## config.mk

```make
export PLATFORM = sky130hd
export DESIGN_NAME = pipeline_stall_ctrl
export DESIGN_NICKNAME = d
export VERILOG_FILES = /design/src/rtl/pipeline_stall_ctrl.sv
export SDC_FILE = /design/constraint.sdc
export NUM_CORES = 1
export LEC_CHECK = 0
export CAP_MARGIN = 15
export CORE_MARGIN = 3
export CORE_UTILIZATION = 40
export CTS_BUF_LIST = sky130_fd_sc_hd__clkbuf_8
export DETAILED_ROUTE_END_ITERATION = 10
export DONT_BUFFER_PORTS = 1
export MAX_ROUTING_LAYER = met4
export PLACE_DENSITY = 0.56
export SLEW_MARGIN = 20
export SYNTH_ARGS = -nofsm -noshare
export SYNTH_HDL_FRONTEND = slang
export SYNTH_SLANG_ARGS = --single-unit
```

## constraint.sdc

```tcl
create_clock -name clk -period 3.32 [get_ports clk]
set_clock_uncertainty 0.1 [all_clocks]
set_input_delay 0.664 -clock clk [delete_from_list [all_inputs] [get_ports clk]]
set_output_delay 0.664 -clock clk [all_outputs]
set_load 0.05 [all_outputs]
```

## src/rtl/pipeline_stall_ctrl.sv

```systemverilog
// pipeline_stall_ctrl: central stall/flush controller with mult/div sequencer and stall-cycle counter
// Ports: clk, reset (sync, active-high); ID hazard inputs (id_rsAddr, id_rtAddr, id_rsRead, id_rtRead,
// id_branchTaken); EX inputs (ex_memRead, ex_writebackAddress, ex_mdStart, ex_mdIsDiv); mem_stallReq;
// outputs stall[5:0] (PC, IF, ID, EX, MEM, WB), flush, md_busy, md_done, stallCount.
module pipeline_stall_ctrl #(
  parameter int MUL_CYCLES = 4,
  parameter int DIV_CYCLES = 32
) (
  input  logic        clk,
  input  logic        reset,
  input  logic [4:0]  id_rsAddr,
  input  logic [4:0]  id_rtAddr,
  input  logic        id_rsRead,
  input  logic        id_rtRead,
  input  logic        id_branchTaken,
  input  logic        ex_memRead,
  input  logic [4:0]  ex_writebackAddress,
  input  logic        ex_mdStart,
  input  logic        ex_mdIsDiv,
  input  logic        mem_stallReq,
  output logic [5:0]  stall,
  output logic        flush,
  output logic        md_busy,
  output logic        md_done,
  output logic [31:0] stallCount
);
  typedef enum logic [1:0] {IDLE, MD_RUN, MD_DONE} state_t;
  state_t state, state_nx;
  logic [31:0] cnt, cnt_nx, n;
  logic md_stall, load_use;
  assign n = ex_mdIsDiv ? 32'(DIV_CYCLES) : 32'(MUL_CYCLES);
  assign load_use = ex_memRead && ex_writebackAddress != 5'd0 &&
                    ((id_rsRead && id_rsAddr == ex_writebackAddress) ||
                     (id_rtRead && id_rtAddr == ex_writebackAddress));
  always_ff @(posedge clk) begin
    if (reset) begin
      state      <= IDLE;
      cnt        <= '0;
      stallCount <= '0;
    end else begin
      state      <= state_nx;
      cnt        <= cnt_nx;
      stallCount <= (stall != 6'd0 && stallCount != 32'hFFFF_FFFF) ? stallCount + 32'd1 : stallCount;
    end
  end
  // A start under a memory wait is deferred; once running, the count ignores memory waits.
  always_comb begin
    state_nx = state;
    cnt_nx   = cnt;
    case (state)
      IDLE: if (ex_mdStart && !mem_stallReq) begin
        cnt_nx   = n - 32'd1;
        state_nx = (n == 32'd1) ? MD_DONE : MD_RUN;
      end
      MD_RUN: begin
        cnt_nx   = cnt - 32'd1;
        state_nx = (cnt == 32'd1) ? MD_DONE : MD_RUN;
      end
      MD_DONE: state_nx = mem_stallReq ? MD_DONE : IDLE;
      default: state_nx = IDLE;
    endcase
  end
  always_comb begin
    md_stall = (state == IDLE && ex_mdStart) || state == MD_RUN;
    stall    = reset        ? 6'b000000 :
               mem_stallReq ? 6'b011111 :
               md_stall     ? 6'b001111 :
               load_use     ? 6'b000111 : 6'b000000;
    flush    = !reset && id_branchTaken && stall == 6'd0;
    md_busy  = !reset && state == MD_RUN;
    md_done  = !reset && state == MD_DONE;
  end
endmodule

```

# ---- Word level (Yosys, flattened, before mapping)
# Cells that the tools add are included.
dict set report totals {
  ff_bits 66
  in_bits 24
  output_inout_bits 41
}
dict set report classes {
  addsub 3
  n_eq_ne 8
  n_reduce_logical 21
  mux 12
}
# cell n
set ops {}
lappend ops {{one-hot mux 32 bit (2 select lines)} 1}
lappend ops {{adder 32 x 1 -> 32 bit, second input constant} 1}
lappend ops {{equality test 32 x 1 -> 1 bit, second input constant} 1}
lappend ops {{two-way mux 32 bit} 1}
lappend ops {{!= test 32 bit, second input constant} 1}
lappend ops {{subtractor 32 x 1 -> 32 bit, second input constant} 1}
lappend ops {{logical AND 1 bit} 11}
lappend ops {{equality test 5 bit} 2}
lappend ops {{two-way mux 5 bit} 2}
lappend ops {{two-way mux 2 bit} 4}
lappend ops {{subtractor 6 x 1 -> 7 bit, second input constant} 1}
lappend ops {{equality test 6 x 1 -> 1 bit, second input constant} 1}
lappend ops {{zero test 6 bit} 1}
lappend ops {{two-way mux 6 bit} 1}
lappend ops {{one-hot mux 2 bit (3 select lines)} 1}
lappend ops {{nonzero test 6 bit} 1}
lappend ops {{nonzero test 5 bit} 1}
lappend ops {{two-way mux 4 bit} 1}
lappend ops {{two-way mux 3 bit} 1}
lappend ops {{equality test 2 x 1 -> 1 bit, second input constant} 1}
lappend ops {{equality test 2 bit, second input constant} 1}
lappend ops {{zero test 1 bit} 2}
lappend ops {{zero test 2 bit} 1}
lappend ops {{logical OR 1 bit} 2}
lappend ops {{3 further kinds} 3}

# ---- Depth between registers and ports, before layout
dict set report logic_depth {
  ltp_word 10
  ltp_mapped 9
  ltp_nobuf 7
}

# ---- Least setup slack after synthesis
# No wires, ideal clock.
dict set report synth_timing {
  path_type {input to output}
  start {in reset}
  end {out flush}
  slack_ps -184
  cell_stages 4
  t_arrival_ps 2740
  cell_sequence {clkbuf_1 o21bai_1 nand2_1 nor3b_1}
}
dict set report synth_between {
  elab_chain_cells 3
  word_cells_on_any_way 5
  classes_between {mux (1); reduce/logical (4)}
}
# item line_no
set synth_lines {}
lappend synth_lines {{start: declaration} 10} ;# input logic reset,
lappend synth_lines {{two-way mux 5 bit} 65} ;# stall = reset ? 6'b000000 :
lappend synth_lines {{net stall[0]} 21} ;# output logic [5:0] stall,
lappend synth_lines {{zero test 6 bit} 69} ;# flush = !reset && id_branchTaken && stall == 6'd0;
lappend synth_lines {{logical AND 1 bit} 69}
lappend synth_lines {{end: declaration} 22} ;# output logic flush,
# The timed path passes the listed nets, and every way through them passes these cells.

# ---- Worst setup path in the final report
dict set report layout_timing {
  start {reg stallCount[5]}
  end {reg stallCount[23]}
}
dict set report layout_between {
  elab_chain_cells 2
  word_cells_on_any_way 3
  classes_between {add/sub (1); eq/ne (1); reduce/logical (1)}
}
# item line_no
set layout_lines {}
lappend layout_lines {{start: declaration} 25} ;# output logic [31:0] stallCount
lappend layout_lines {{start signal: assignment} 43} ;# stallCount <= (stall != 6'd0 && stallCount != 32'hFFFF_FFFF) ? stallCount + 32'd1 : stallCount;
lappend layout_lines {{branches (longest 2 deep; another with adder 32 x 1 -> 32 bit)} n/a}
# Several ways; the timed one is not identified.
# A chain may end at the register's enable or synchronous reset.

==> flow_summary_export.csv <==
group,metric,value,unit
outcome,status,"complete, no violations",
cts,root_buffer,"clkbuf_8",
drt,num_vias,3030,
synthesis,yosys.cell_count.top_type,"dfxtp_1",
power_and_ir_drop,finalPower,1.73,mW
run,maxCapViolations,0,
synthesis,yosys.area.top_type,"dfxtp_1",
drt,wire_per_inst,14.2,um
power_and_ir_drop,combPwrFrac,0.180,
synthesis,syn_nets,452,
worst_setup_path,crit_fanout,10,
power_and_ir_drop,power_density,451,nW/um^2
drt,firstDrtPassIters,4,
placed_design,portBuffers,0,
final_layout,multiInputGateArea,2040,sq um
sta,rsz0062_at_grt,"false",
synthesis,avgSynthCellArea,8.18,sq um
sta,tns,0,ns
final_layout,drive_above_1_share,0.150,
worst_setup_path,start_kind,"flip-flop",
power_and_ir_drop,p_sw,0.516,mW
synthesis,synth.distinct_cells,54,
cts,post-cts-setup-buffers,0,
sta,relSlewSlack,0.382,
global_route,grt_max_degree,75,
cts,cts_tree,"built",
floorplanning,fp-row-count,33,
power_and_ir_drop,seqPwrFrac,0.501,
cts,clk-insertion-delay-late,0.34,ns
power_and_ir_drop,power.internal,1.21,mW
cts,clkTransAtPathRegs,0.08,ns
power_and_ir_drop,p_clk_frac,0.319,
sta,tightest_slew,0.923,ns
cts,numCtsBuffers,9,
sta,fmax,354,MHz
placed_design,dp_hpwl,5.31,mm
sta,finalSetupViolations,0,
synthesis,synth_area,3480,sq um
hold_path,hold_path_class,"in -> reg",
synthesis,synth_edf_count,0,
global_route,antenna_found_initial,0,
final_layout,design_area,3830,sq um
sta,fin_crit_sh,0.850,
floorplanning,design.portCount,65,
synthesis,synthArstFlopShare,0,
worst_setup_path,worstPathRequired,3.48,ns
cts,cts_sinks,66,
placed_design,place_congestion,0.705,
cts,cts-htree-levels,3,
drt,drt-total-wl,7.74,mm
sta,timing.hold.ws,0.285,ns
sta,hold_viol,0,
sta,slew_violations,0,
final_layout,instances_no_fill,546,
global_route,overflow,0,
drt,final_antenna_net_count,0,
synthesis,ys_warn_count,0,
worst_setup_path,critPathKind,"reg -> reg",
synthesis,synth_top_area_frac,0.380,
power_and_ir_drop,p_sw_frac,0.299,
floorplanning,initial_utilization,0.417,
synthesis,synth_seq_cells,66,
synthesis,synth_area_leaders,"dfxtp_1 (38%), a21oi_1 (5.3%), nor2_1 (4.9%)",
drt,drc,0,
floorplanning,core_region_area,8340,sq um
worst_setup_path,crit_path_end_kind,"flip-flop",
global_route,grt_pass1_vias,2821,
global_route,grt_usage,0.169,
cts,cts_buffer_depth,2,
synthesis,synth_flop_cell,"dfxtp_1",
placed_design,placed_cell_area,3680,sq um
placed_design,dpl.cell_count,531,
final_layout,nNetsFinal,464,
floorplanning,die_w,99.3,um
drt,drt_iter0_drc,170,
global_route,grt_pass1_wl,13.4,mm
drt,viasPerCell,5.55,
synthesis,yosysSeqAreaShare,0.380,
synthesis,synth_common_cells,"dfxtp_1 (66), nor2_1 (45), a21oi_1 (37), nand2_1 (37), o21ai_0 (23)",
final_layout,syn2layout_area_growth,10.1,%
cts,ctsHoldBuffers,0,
final_layout,fillCellCount,871,
cts,ctsResizeCount,0,
power_and_ir_drop,p_leak,1.26,nW
worst_setup_path,arrival,2.99,ns
power_and_ir_drop,peakVddDrop,0.211,mV
sta,fin_crit,2.82,ns
final_layout,register_area,1320,sq um
synthesis,synth_cells,425,
floorplanning,die_area,9850,sq um
final_layout,n_antenna_cell,0,
floorplanning,dieHeight,99.3,um
## critical path: stages (launching register included)
cell	delay [ns]
dfxtp_1	0.67
and4_1	0.35
nand4_1	0.32
nor2_1	0.26
nand4_1	0.29
buf_4	0.28
or3_1	0.34
a21oi_1	0.14
## cells in the final DEF, fill, tap and decap left out, types with 3 or more instances in the layout
cell	n
xnor2_1	11
o31ai_1	10
nand4_1	12
ha_1	3
buf_4	21
nand2b_1	3
or3_4	4
o211ai_1	7
nand2_1	37
a211oi_1	3
mux2_2	14
nand3b_1	4
inv_1	11
nand3_1	21
o21ai_0	23
dfxtp_1	66
and3_1	3
nor3_1	10
a21oi_1	37
or2_2	3
or3_1	22
or4_1	7
nor4_1	9
nor2b_1	9
clkbuf_8	9
nor2_1	45
## power groups by stage
stage                     clock [mW]  combinational [mW]  sequential [mW]
after floorplan                    0               0.278            0.882
after global placement             0               0.309            0.881
after detailed placement           0               0.313            0.882
after CTS                      0.571               0.314            0.864
after global routing           0.607               0.351            0.872
final                          0.551               0.310            0.865
## sequential cells by signal, indices dropped and copies added (netlist names)
| register | flops |
|---|---|
| cnt | 32 |
| stallCount | 32 |
| state | 2 |
## metrics by stage
| step | utilization | setup slack [ns] |
|---|---|---|
| finish | 0.459 | 0.497 |
| global route | 0.459 | 0.275 |
| CTS | 0.459 | 0.421 |
| detailed placement | 0.441 | 0.453 |
| global placement | 0.441 | 0.528 |
| floorplan | - | 0.292 |
## cell type report
class,count,area share
Clock buffer,9,0.0323
Clock inverter,6,0.00751
Sequential cell,66,0.345
Multi-Input combinational cell,331,0.532
Tap cell,105,0.0343
Inverter,8,0.00784
Timing Repair Buffer,21,0.0412
## logic make-up (layout without fill, tap and decap cells)
logic type,after synthesis,in the layout,synth area share
buf+inv,28,44,0.0374
simple gates,206,206,0.330
xor+xnor,13,13,0.0327
other cells,1,1,0.00108
flops,66,66,0.380
compound gates,92,92,0.157
mux,16,16,0.0511
fa+ha+maj,3,3,0.0108
## final timing paths
| path | end | slack, ns | depth (start not counted) | from |
|---|---|---|---|---|
| worst max-delay path | stallCount[23]$_SDFFE_PP0P_ | 0.50 | 7 | stallCount[5]$_SDFFE_PP0P_ |
| worst min-delay path | stallCount[27]$_SDFFE_PP0P_ | 0.29 | 1 | reset |
| worst max register to register | stallCount[23]$_SDFFE_PP0P_ | 0.50 | 7 | stallCount[5]$_SDFFE_PP0P_ |
| worst min register to register | cnt[7]$_SDFFE_PP0P_ | 0.40 | 2 | cnt[7]$_SDFFE_PP0P_ |
## per-layer routing
| layer | part of all wire | track usage |
|---|---|---|
| met1 | 0.48 | 0.207 |
| met2 | 0.48 | 0.275 |
| met3 | 0.037 | 0.0330 |
| met4 | 0.012 | 0.0630 |
| met5 | 0 | - |
No activity file was read; power rests on OpenSTA's default activity.
